## src/rtl/jt51_pm_sched_pkg.sv

```systemverilog
// jt51_pm_sched_pkg: constants and FSM encoding shared by the PM scheduler and its datapath
package jt51_pm_sched_pkg;
    localparam int          NCH     = 8;
    localparam logic [12:0] KC_SAT  = 13'h1FBF;
    localparam logic [13:0] LIN_MAX = 14'd6143;
    typedef enum logic {IDLE = 1'b0, RUN = 1'b1} state_t;
endpackage

```

## src/rtl/jt51_pm.sv

```systemverilog
// jt51_pm: combinational pitch modulation of a kc/kf pair on a 12-note-per-octave scale
module jt51_pm
    import jt51_pm_sched_pkg::*;
(
    input  logic [6:0]  i_kc,
    input  logic [5:0]  i_kf,
    input  logic [8:0]  i_mod,
    input  logic        i_add,
    output logic [12:0] o_kcex
);
    // kc[1:0]=3 maps onto the following note, so invalid codes advance for free
    logic [6:0]  w_semi, w_idx;
    logic [13:0] w_lin, w_sum;
    logic [3:0]  w_n;
    logic        w_carry, w_under, w_over;
    assign w_semi  = 7'(i_kc[6:4]) * 7'd12 + 7'(i_kc[3:2]) * 7'd3 + 7'(i_kc[1:0]);
    assign w_carry = w_semi == 7'd96;
    assign w_lin   = {1'b0, w_semi, i_kf};
    assign w_under = !i_add && w_lin < 14'(i_mod);
    assign w_sum   = i_add ? w_lin + 14'(i_mod) : w_lin - 14'(i_mod);
    assign w_over  = w_carry || (!w_under && w_sum > LIN_MAX);
    assign w_idx   = w_sum[12:6];
    assign w_n     = 4'(w_idx % 7'd12);
    assign o_kcex  = w_over ? KC_SAT : w_under ? 13'h0000 :
                     {3'(w_idx / 7'd12), w_n + w_n / 4'd3, w_sum[5:0]};
endmodule

```

## src/rtl/jt51_pm_sched.sv

```systemverilog
// jt51_pm_sched: round-robin recompute of per-channel pitch-modulated key codes
module jt51_pm_sched
    import jt51_pm_sched_pkg::*;
#(
    parameter bit PM_EN = 1'b1
) (
    input  logic        clk,
    input  logic        rst_n,
    input  logic        cen,
    input  logic        wr,
    input  logic [2:0]  wr_ch,
    input  logic [6:0]  wr_kc,
    input  logic [5:0]  wr_kf,
    input  logic        pm_valid,
    input  logic [8:0]  pm_mod,
    input  logic        pm_add,
    input  logic [2:0]  rd_ch,
    output logic [12:0] kcex,
    output logic        busy,
    output logic        done
);
    logic [6:0]     r_kc  [NCH];
    logic [5:0]     r_kf  [NCH];
    logic [12:0]    r_res [NCH];
    logic [NCH-1:0] r_dirty, w_dirty_nxt, w_clr, w_set;
    logic [2:0]     r_ptr, w_sel;
    logic [8:0]     r_mod;
    logic           r_add, r_done, w_svc, w_done;
    logic [12:0]    w_kcex;
    state_t         r_state, w_state_nxt;
    // Set bits win over the service clear, so a colliding write gets recomputed
    always_comb begin
        w_sel = r_ptr;
        for (int i = NCH - 1; i >= 0; i--)
            if (r_dirty[r_ptr + 3'(i)]) w_sel = r_ptr + 3'(i);
        w_svc       = cen && r_state == RUN;
        w_clr       = w_svc ? NCH'(1) << w_sel : '0;
        w_set       = (cen && wr ? NCH'(1) << wr_ch : '0) | {NCH{cen && pm_valid}};
        w_dirty_nxt = (r_dirty & ~w_clr) | w_set;
        w_state_nxt = !cen ? r_state : |w_dirty_nxt ? RUN : IDLE;
        w_done      = cen && r_state == RUN && w_state_nxt == IDLE;
    end
    jt51_pm u_pm (
        .i_kc   (r_kc[w_sel]),
        .i_kf   (r_kf[w_sel]),
        .i_mod  (r_mod),
        .i_add  (r_add),
        .o_kcex (w_kcex)
    );
    always_ff @(posedge clk) begin
        if (!rst_n) begin
            for (int i = 0; i < NCH; i++) begin
                r_kc[i]  <= '0;
                r_kf[i]  <= '0;
                r_res[i] <= '0;
            end
            r_dirty <= '0;
            r_ptr   <= '0;
            r_mod   <= '0;
            r_add   <= 1'b0;
            r_state <= IDLE;
            r_done  <= 1'b0;
        end else begin
            r_done <= w_done;
            if (cen) begin
                r_dirty <= w_dirty_nxt;
                r_state <= w_state_nxt;
                if (w_svc) begin
                    r_res[w_sel] <= w_kcex;
                    r_ptr        <= w_sel + 3'd1;
                end
                if (wr) begin
                    r_kc[wr_ch] <= wr_kc;
                    r_kf[wr_ch] <= wr_kf;
                end
                if (pm_valid) begin
                    r_mod <= PM_EN ? pm_mod : '0;
                    r_add <= pm_add;
                end
            end
        end
    end
    assign kcex = r_res[rd_ch];
    assign busy = |r_dirty;
    assign done = r_done;
endmodule

```

## config.mk

```make
export PLATFORM = sky130hd
export DESIGN_NAME = jt51_pm_sched
export DESIGN_NICKNAME = d
export VERILOG_FILES = /design/src/rtl/jt51_pm_sched_pkg.sv /design/src/rtl/jt51_pm.sv /design/src/rtl/jt51_pm_sched.sv
export SDC_FILE = /design/constraint.sdc
export NUM_CORES = 1
export LEC_CHECK = 0
export CAP_MARGIN = 40
export CELL_PAD_IN_SITES_DETAIL_PLACEMENT = 1
export CELL_PAD_IN_SITES_GLOBAL_PLACEMENT = 1
export CORE_UTILIZATION = 50
export DETAILED_ROUTE_END_ITERATION = 10
export PLACE_DENSITY = 0.79
export SYNTH_ARGS = -nofsm -noshare
export SYNTH_HDL_FRONTEND = slang
export SYNTH_SLANG_ARGS = --single-unit
export TNS_END_PERCENT = 30
```

## constraint.sdc

```tcl
create_clock -name clk -period 14.9 [get_ports clk]
set_input_delay 2.98 -clock clk [delete_from_list [all_inputs] [get_ports clk]]
set_output_delay 2.98 -clock clk [all_outputs]
set_load 0.05 [all_outputs]
```

==> results_dict.tcl <==
set metrics [dict create \
    outcome "finished, final reports clean" \
    synth_top_flop_cell "edfxtp_1" \
    synthAdderAreaFrac_pct 4.84 \
    fin_cells 1648 \
    critPathKind "register to register" \
    arrival_ps 14140 \
    layout_min_cycle_time_ps 13880 \
    grt_max_degree 45 \
    synth-simple-area-share_pct 19.9 \
    cts.sinks 231 \
    ys_seq_area_share_pct 49.4 \
    core.rowCount 59 \
    max_freq_ghz 0.0720 \
    syn2layout_area_growth_pct 12.3 \
    clockBufferDepth 3 \
    ys_ff_latch 231 \
    cp-end-kind "register" \
    antenna_cells 0 \
    place_inst 1601 \
    max_stage_delay_ps 560 \
    n_fill_cell 2770 \
    fin_skew_ps 22.2 \
    maxCapViolations 0 \
    crit_path_frequent_cell "ha_1" \
    drtIter0Drc 733 \
    muxShareOfSynthArea_pct 9.36 \
    cp.required_ps 15160 \
    wirelength_um 38500 \
    syn_nets 1355 \
    cts_root_buf "clkbuf_16" \
    grt_pass1_wl_um 60100 \
    grt-ovfl-total 0 \
    syn_area_um2 13600 \
    postSynth.asyncResetShare_pct 0 \
    die_x_um 167 \
    dieArea_um2 27800 \
    hold_violations 0 \
    synth_xor_area_share_pct 1.49 \
    drv_slew 0 \
    synth-edff-count 208 \
    drive_above_1_share_pct 12.3 \
    drt-vias-per-instance 6.10 \
    place.gp.congestion 0.845 \
    drtAntennaViolNets 0 \
    start_util_pct 51.6 \
    final_nets 1378 \
    synth_area_per_cell_um2 10.7 \
    hp-class "register to register" \
    crit_buf_inv 6 \
    cts_tree "built" \
    io_buffers 48 \
    grt_antenna_before_repair 0 \
    drtPass1Iterations 5 \
    synth.distinct_cells 87 \
    clk_latency_ps 560 \
    synth-compound-area-share_pct 11.6 \
    ys_warn_count 0 \
    synth_top_family_by_area "simple AND/OR/NAND/NOR gates" \
    clkTransAtPathRegs_ps 60 \
    critPathTopFamily "adder cells" \
    num_io_pins 49 \
    core_um2 26400 \
    drc 0 \
    holdWs_ps 491 \
    crit_slowest_cell "ha_2" \
    die_y_um 167 \
    start_kind "register" \
    seq_area_um2 6710 \
    timing.final.crit_share_pct 93.2 \
    vias 10000 \
    fin_tns_setup_ps 0 \
    rsz0062_at_grt "no" \
    grt_usage_pct 27.9 \
    synthCells 1272 \
    finalSetupViolCount 0 \
    numCtsBuffers 27 \
    relSlewSlack_pct 37.2 \
    multi_input_area_um2 6460 \
    cts_max_level 1 \
    grt_pass1_vias 10600 \
    dp_hpwl_um 26600 \
    wire_per_inst_um 23.3 \
    worstMarginPinSlew_ps 937 \
    crit_fanout 44 \
]
## area by class of cell
class | instances | area share (%)
Inverter | 38 | 0.968
Sequential cell | 231 | 44.0
Timing Repair Buffer | 73 | 4.55
Tap cell | 335 | 2.75
Multi-Input combinational cell | 924 | 42.4
Clock inverter | 11 | 0.755
Clock buffer | 36 | 4.65
## worst reg2reg max path, delay by kind of cell, from the launching register on
kind / cells / cell delay, ps
AO/OA/AOI/OAI: 15 / 3230
adder cells (fa/ha/maj): 12 / 3990
buffers and inverters: 6 / 1220
flip-flops: 1 / 310
multiplexers: 3 / 1320
AND/OR/NAND/NOR: 17 / 3540
## kinds of logic after synthesis
kind of cell,Yosys count
AO/OA/AOI/OAI,218
XOR/XNOR,21
adder cells (fa/ha/maj),49
buffers and inverters,117
flip-flops,231
multiplexers,80
AND/OR/NAND/NOR,556
## cell usage after synthesis, types with 6 or more instances
cell        n  area share [%]
nor2_1    158             4.4
xnor2_1    15            0.97
a21o_1     16            0.88
fa_1        6            0.88
ha_1       43             4.0
inv_1      34            0.94
nor3_1     21            0.77
o211ai_1    7            0.39
mux2i_1    19             1.4
clkbuf_1   63             1.7
nor2b_1     6            0.28
o22ai_1     8            0.37
mux2_2     24             2.0
nand2b_1    8            0.37
nand3_1    19            0.70
dfxtp_1    23             3.4
nand2_1   164             4.5
a21oi_1    32             1.2
buf_2       7            0.26
a21boi_0   13            0.72
and2_1    114             5.2
a31oi_1    18            0.83
mux4_2     34             5.6
o21a_1      6            0.33
nor4_1      8            0.37
edfxtp_1  208              46
and3_1     23             1.1
a311oi_1   10            0.64
o21ai_0    40             1.5
o21bai_1    6            0.33
nor3_2      9            0.66
## routing by layer
layer	vias to the layer above	routed length (um)	share of wire [%]	GRT usage [%]
met5	-	0	0	0
met4	0	910	2.4	8.33
met3	67	1760	4.6	3.61
met2	280	19700	51	50.0
met1	5052	16100	42	35.1
li1	4649	-	-	-
## placed cells by master (no fill, tap or decap), drive strengths merged, types with 23 or more instances in the layout
| master | netlist | layout |
|---|---|---|
| dfxtp | 23 | 23 |
| clkbuf | 63 | 36 |
| o21ai | 44 | 44 |
| nand2 | 165 | 165 |
| inv | 38 | 39 |
| edfxtp | 208 | 208 |
| and2 | 115 | 115 |
| a21oi | 34 | 34 |
| nor3 | 30 | 30 |
| mux2 | 26 | 26 |
| clkdlybuf4s50 | 0 | 47 |
| nor2 | 158 | 158 |
| buf | 16 | 26 |
| ha | 43 | 43 |
| mux4 | 34 | 34 |
| and3 | 23 | 23 |
## flip-flops by register name, summed over array words and instances (netlist names)
signal and count:
r_kf 48, r_res 104, r_state 1, r_kc 56
r_mod 9, r_ptr 3, done 1, r_add 1
r_dirty 8
## path summary, 6_finish.rpt
path                    startpoint                   endpoint  slack [ps]  cells after the start
min          r_mod[4]$_SDFFE_PN0P_      r_mod[4]$_SDFFE_PN0P_         490                      2
max          r_ptr[0]$_SDFFE_PN0P_  r_res[0][9]$_SDFFCE_PN0P_        1020                     53
min reg2reg  r_mod[4]$_SDFFE_PN0P_      r_mod[4]$_SDFFE_PN0P_         490                      2
max reg2reg  r_ptr[0]$_SDFFE_PN0P_  r_res[0][9]$_SDFFCE_PN0P_        1020                     53
## timing repair
action,CTS,global route
hold buffers,0,0
buffers inserted,0,0
gates resized for setup,0,9
setup endpoints to repair,0,24
endpoints found under the hold margin,0,0
## metrics by stage
stage / area [um2] / utilization [%] / setup slack (ps)
after detailed placement: 14400 / 54.6 / 424
after CTS: 15200 / 57.7 / 402
after global routing: 15300 / 57.9 / 158
final: 15300 / 57.9 / 1020
after floorplan: 13600 / - / 2210
after global placement: 14300 / 54.3 / 991
Power is not shown: default switching activity piles up to over one toggle a cycle in this logic, so the estimate is an artifact.
